==> config.mk <==
export PLATFORM = sky130hd
export DESIGN_NAME = sq_wave_seq
export DESIGN_NICKNAME = d
export VERILOG_FILES = /design/src/rtl/sq_wave_seq.sv
export SDC_FILE = /design/constraint.sdc
export NUM_CORES = 1
export LEC_CHECK = 0
export BUFFER_PORTS_ARGS = -buffer_cell sky130_fd_sc_hd__buf_2
export CAP_MARGIN = 20
export CORE_MARGIN = 3
export CORE_UTILIZATION = 56
export CTS_BUF_LIST = sky130_fd_sc_hd__clkbuf_4 sky130_fd_sc_hd__clkbuf_8 sky130_fd_sc_hd__clkbuf_16
export DETAILED_ROUTE_END_ITERATION = 7
export PLACE_DENSITY_LB_ADDON = 0.25
export REMOVE_ABC_BUFFERS = 1
export SLEW_MARGIN = 20
export SYNTH_ARGS = -nofsm -noshare
export SYNTH_HDL_FRONTEND = slang
export SYNTH_SLANG_ARGS = --single-unit
==> constraint.sdc <==
create_clock -name clk -period 2.6 [get_ports clk]
set_clock_uncertainty 0.05 [all_clocks]
set_input_delay 0.52 -clock clk [delete_from_list [all_inputs] [get_ports clk]]
set_output_delay 0.52 -clock clk [all_outputs]
set_load 0.1 [all_outputs]
==> src/rtl/sq_wave_seq.sv <==
// sq_wave_seq: square-wave step sequencer.
//   Plays a 4-step {level, len} pattern table on the q / sq_c2 / sq_i
//   waveform interface. Each step lasts len+1 cycles. Playback repeats for a
//   loop count latched on start, where 0 means play continuously. A one-cycle
//   done pulse follows normal completion.
// Ports:
//   clk, rst_n             clock, asynchronous active-low reset
//   cfg_we/addr/level/len  pattern-table write port (ignored while busy)
//   start, loops           begin playback (IDLE only), loop count
//   stop                   abort playback (RUN only), no done pulse
//   busy, done             in RUN / one-cycle completion pulse
//   q, sq_c2, sq_i         waveform level, in-step counter, step index
module sq_wave_seq #(
   parameter int CNT_W  = 5,
   parameter int LOOP_W = 4
) (
   input  logic              clk,
   input  logic              rst_n,
   input  logic              cfg_we,
   input  logic [1:0]        cfg_addr,
   input  logic              cfg_level,
   input  logic [CNT_W-1:0]  cfg_len,
   input  logic              start,
   input  logic [LOOP_W-1:0] loops,
   input  logic              stop,
   output logic              busy,
   output logic              done,
   output logic              q,
   output logic [CNT_W-1:0]  sq_c2,
   output logic [1:0]        sq_i
);

   typedef enum logic [1:0] {
      S_IDLE,
      S_RUN,
      S_DONE
   } state_t;

   state_t              r_state;
   state_t              w_state_nxt;

   logic                r_level [4];
   logic [CNT_W-1:0]    r_len   [4];
   logic [CNT_W-1:0]    r_sq_c2;
   logic [1:0]          r_sq_i;
   logic [LOOP_W-1:0]   r_loop_rem;

   logic                w_step_end;
   logic                w_loop_end;
   logic                w_last_loop;

   // loop_rem never reaches 0 during a counted run (DONE is taken at 1),
   // so loop_rem==0 while running identifies continuous mode.
   always_comb begin
      w_step_end  = (r_sq_c2 == r_len[r_sq_i]);
      w_loop_end  = w_step_end && (r_sq_i == 2'd3);
      w_last_loop = w_loop_end && (r_loop_rem == LOOP_W'(1));
   end

   always_ff @(posedge clk or negedge rst_n) begin
      if (!rst_n) r_state <= S_IDLE;
      else        r_state <= w_state_nxt;
   end

   always_comb begin
      w_state_nxt = r_state;
      case (r_state)
         S_IDLE:  if (start) w_state_nxt = S_RUN;
         S_RUN: begin
            // stop takes priority over a simultaneous final loop end
            if (stop)             w_state_nxt = S_IDLE;
            else if (w_last_loop) w_state_nxt = S_DONE;
         end
         S_DONE:  w_state_nxt = S_IDLE;
         default: w_state_nxt = S_IDLE;
      endcase
   end

   // Pattern table: writes accepted whenever not playing, including the
   // start edge itself, so such a write applies to the run being started.
   always_ff @(posedge clk or negedge rst_n) begin
      if (!rst_n) begin
         for (int unsigned k = 0; k < 4; k++) begin
            r_level[k] <= 1'b0;
            r_len[k]   <= '0;
         end
      end else if (cfg_we && (r_state != S_RUN)) begin
         r_level[cfg_addr] <= cfg_level;
         r_len[cfg_addr]   <= cfg_len;
      end
   end

   always_ff @(posedge clk or negedge rst_n) begin
      if (!rst_n) begin
         r_sq_c2    <= '0;
         r_sq_i     <= '0;
         r_loop_rem <= '0;
      end else begin
         case (r_state)
            S_IDLE: begin
               r_sq_c2 <= '0;
               r_sq_i  <= '0;
               if (start) r_loop_rem <= loops;
            end
            S_RUN: begin
               if (stop || w_last_loop) begin
                  r_sq_c2 <= '0;
                  r_sq_i  <= '0;
               end else if (w_step_end) begin
                  r_sq_c2 <= '0;
                  r_sq_i  <= r_sq_i + 2'd1;
                  if (w_loop_end && (r_loop_rem != '0))
                     r_loop_rem <= r_loop_rem - LOOP_W'(1);
               end else begin
                  r_sq_c2 <= r_sq_c2 + CNT_W'(1);
               end
            end
            default: begin
               r_sq_c2 <= '0;
               r_sq_i  <= '0;
            end
         endcase
      end
   end

   // Outputs depend on registers only; counters are held at 0 outside RUN.
   always_comb begin
      busy  = (r_state == S_RUN);
      done  = (r_state == S_DONE);
      q     = (r_state == S_RUN) && r_level[r_sq_i];
      sq_c2 = r_sq_c2;
      sq_i  = r_sq_i;
   end

endmodule

# Word level (Yosys, flattened, before mapping)

Index checks and enable logic that the tools add are counted.

Add/sub/neg operators: 3
Magnitude comparators: 3
Equal/unequal tests: 12
Multiplexer cells: 27
Bitwise gates (word level): 2
Reductions and logical operators: 12

Operators by type and width:

| cell                                                                    | number |
|---|---|
| 5-bit two-way mux                                                       | 6 |
| 20-bit bitwise mux                                                      | 1 |
| 4-bit two-way mux                                                       | 4 |
| 2-bit two-way mux                                                       | 6 |
| 5-bit binary-select mux with 2-bit select                               | 1 |
| 5-bit demux with 2-bit select                                           | 1 |
| 4-bit one-hot mux with 2 select lines                                   | 1 |
| 3-bit >= comparator, second input constant                              | 2 |
| 1-bit logical AND                                                       | 6 |
| 2-bit by 1-bit inequality test with 1-bit output, second input constant | 3 |
| 2-bit NOT with 3-bit output                                             | 2 |
| 5-bit by 1-bit adder with 5-bit output, second input constant           | 1 |
| 5-bit == test                                                           | 1 |
| 5-bit AND reduction                                                     | 1 |
| 4-bit bitwise mux                                                       | 1 |
| 2-bit == test, second input constant                                    | 2 |
| 4-bit by 1-bit == test with 1-bit output, second input constant         | 1 |
| 2-bit inequality test, second input constant                            | 2 |
| 2-bit one-hot mux with 2 select lines                                   | 1 |
| 4-bit nonzero test                                                      | 1 |
| 4-bit by 1-bit subtractor with 4-bit output, second input constant      | 1 |
| 3-bit by 1-bit < comparator with 1-bit output, second input constant    | 1 |
| 1-bit two-way mux                                                       | 3 |
| 3-bit by 1-bit inequality test with 1-bit output, second input constant | 1 |
| other kinds (9)                                                         | 9 |

Register bits: 37
Input bits: 17
Output and inout port bits: 10
Word-level logic and storage cells: 71

# Depth between registers and ports, before layout

Depth in word-level cells: 11
Mapped depth: 7
Mapped depth without buffers: 7

# Worst setup path after synthesis

OpenSTA, ideal clock, no wires.

Path kind: reg-to-output
Start: register r_state[1]
End: output port q
Arrival: 2151 ps
Path slack: -121 ps
Stages on the path, launching flop included: 5
Cell sequence: dfrtp_1 nand2b_1 clkbuf_8 inv_1 and2_1

Cells in the longest elaborated chain, start to end: 2

Ends and longest elaborated chain:

| what                                     | line | text |
|---|---|---|
| start: declaration                       | 39   | `state_t r_state;` |
| start signal: assignment                 | 62   | `else r_state <= w_state_nxt;` |
| 2-bit by 1-bit == test with 1-bit output | n/a  |  |
| named net busy                           | 26   | `output logic busy,` |
| 1-bit logical AND                        | 130  | `q = (r_state == S_RUN) && r_level[r_sq_i];` |
| end: declaration                         | 28   | `output logic q,` |

The timed path passes the listed nets, and every way through them passes these cells.

# Worst setup path in the final report

Start: register r_sq_i[0] (netlist: sq_i[0])
End: output port q

Cells in the longest elaborated chain, start to end: 5

Ends and longest elaborated chain:

| what                                                 | line | text |
|---|---|---|
| start: declaration                                   | 45   | `logic [1:0] r_sq_i;` |
| start signal: assignment                             | 111  | `r_sq_i <= r_sq_i + 2'd1;` |
| 2-bit NOT with 3-bit output (not written as such)    | 130  |  |
| 1-bit binary-select mux with 2-bit select            | 130  |  |
| 1-bit two-way mux (not written as such) (2 in a row) | 130  |  |
| 1-bit logical AND                                    | 130  |  |

Every way passes these cells. The select of a mux whose other input is x is not followed.

==> out/results.txt <==
Reg2reg setup slack = 350 ps
Maxcap violations = 0
Synth Area in Adders = 0.0266
Ys Warns = 0
ANT nets after route = 0
Initial core utilization = 0.602
Die Wd = 64.0 um
IO Port Bufs = 26
Leakage = 0.959 nW
Largest net degree at the start of global routing = 38
Synth Area in Simple Gates = 0.116
Worst-path maximum fanout = 7
GRT Util Overall = 0.194
Worst endpoint required time = 2030 ps
Final Hold Violating Endpoints = 0
Final period utilization = 0.950
Insertion delay to the later sink of the worst-skew pair = 340 ps
Crit path DAT = 1900 ps
Detailed-route via count = 1281
Startpoint types = flip-flop
Cell Pwr Density = 759 nW/um2
Reg clk slew, reported paths = 100 ps
Vias per cell = 5.59
CP endpoint kind = output port
TNS Setup = 0 ps
Outcome = completed
WL final = 3560 um
Most frequent cells after synthesis = dfrtp_1, mux2_2, mux2i_1, nor2_1, xor2_1
H-tree depth = 2
Synth Cell Area = 1880 um2
Slew headroom = 0.466
Area growth, synth to finish = 12.3%
Max-slew violations = 0
Final setup violation count = 0
Post-synth EDFFs = 0
FF-to-FF End = r_loop_rem[3]
Synth top area share = 0.492
Most instantiated library cell after synthesis = dfrtp_1
Share of cells above drive strength 1 = 0.362
DRT iter0 DRCs = 74
Worst-margin pin slew = 801 ps
Complex-gate fraction of the synthesized area = 0.0591
ANT cells = 0
Residual DRC count = 0
Final worst slack = 130 ps
Cells after synthesis = 153
Crit path kind = flip-flop to output port
Number of core rows = 20
Total gr overflow = 0
Multiplexer share of the synthesized area = 0.221
First-pass GRT wire length = 6030 um
IO Pins = 27
CTS Buf Count = 5
Post-placement worst setup slack = 225 ps
Post-synth cell types = 36
DR pass1 iterations = 4
Die H = 64.0 um
Mean post-synth cell area = 12.3 um2
Cts hold-fix bufs = 0
Dominant cell type by area after synthesis = dfrtp_1
Fin nets = 206
Most used DFF post-synth = dfrtp_1
Top cells by area, synth = dfrtp_1, mux2_2, mux2i_1
Largest family of logic cells by synthesized area = multiplexers
GPL Wtd Cong = 0.826
Hpwl dp = 2650 um
Depth of the most critical reg-to-reg path = 6
CTS tree = yes
R2R Path Start = sq_i[1]
Core area = 3130 um2
Die ar. = 4090 um2
Clock buffer depth = 2
Smallest hold slack = 207 ps
Post-synthesis sequential area ratio = 0.492
Hold WC Path Type = primary input to asynchronous set/reset pin
Post-Synth XOR/XNOR Area = 0.0605
RSZ-0062 raised after global routing = false
Clock Sinks = 37
Vias in the first global route = 1320
FF+latch count, synth = 37
Initial antenna violation count = 0
VDD IR max = 0.457 mV
Final min period = 2470 ps
Root Buffer = clkbuf_4
Peak Freq = 405 MHz
WL/cell = 15.5 um
Synth async-reset ratio = 1.00
Crit. Startpoint = sq_i[0]
critical path, stage by stage, from the launching register on:
cell	delay, ps
dfrtp_1	510
mux4_1	590
and2_1	170
buf_2	280
logic make-up after synthesis:
group,count (synthesis)
compound gates,14
flops,37
xor+xnor,13
simple gates,40
buf+inv,8
mux,37
fa+ha+maj,4
how the worst max path moves through the flow:
stage / to / slack [ps]
2_1_floorplan: q / -240
3_3_place_gp: r_loop_rem[3] / 300
3_5_place_dp: r_loop_rem[3] / 230
4_1_cts: q / 60
5_1_grt: q / 40
6_report: q / 130
layer usage:
layer / vias up / global-route usage / share of wire
met3: 5 / 0.0351 / 0.044
met5: - / 0 / 0
met2: 37 / 0.317 / 0.50
met4: 0 / 0.0889 / 0.016
met1: 628 / 0.248 / 0.44
li1: 611 / - / -
power breakdown:
group / switching [W] / internal, W
combinational: 0.000258 / 0.000222
clock: 0.000177 / 0.000138
sequential: 0.0000933 / 0.000716
total: 0.000529 / 0.00108
state kept, by name, summed over array words and instances (netlist names):
signal,flops
r_len,20
r_level,4
sq_c2,5
r_loop_rem,4
sq_i,2
r_state,2
cells in the final DEF (no fill, tap or decap), types with 2 or more instances in the layout:
cell and instances:
a21oi_1 4, a221o_1 2, buf_2 26, buf_4 2, clkbuf_4 6, dfrtp_1 36, ha_1 4, inv_1 5
mux2_2 24, mux2i_1 12, nand2_1 6, nand3_1 3, nand3b_1 2, nand4_1 2, nand4b_1 2, nor2_1 12
nor3_1 3, o21ai_0 2, or3_2 2, xnor2_1 6, xor2_1 7
final cells by class:
type / count / area, um2
Timing Repair Buffer: 28 / 145
Fill cell: 248 / 1010
Multi-Input combinational cell: 108 / 910
Inverter: 5 / 18.8
Clock buffer: 7 / 58.8
Sequential cell: 37 / 927
Tap cell: 44 / 55.1
metrics by stage:
step | instance area [um2] | util | total power (W) | instances
final | 2110 | 0.676 | 0.00161 | 229
after global routing | 2110 | 0.676 | 0.00170 | 229
after global placement | 2050 | 0.657 | 0.00127 | 222
after CTS | 2110 | 0.676 | 0.00161 | 229
after floorplan | 1850 | - | 0.00117 | 150
after detailed placement | 2050 | 0.657 | 0.00130 | 222
timing repair:
item,4_1_cts,5_1_grt
gates resized for setup,0,1
setup endpoints to repair,0,3
setup buffers,0,0
Power figures use the tool's default switching activity.
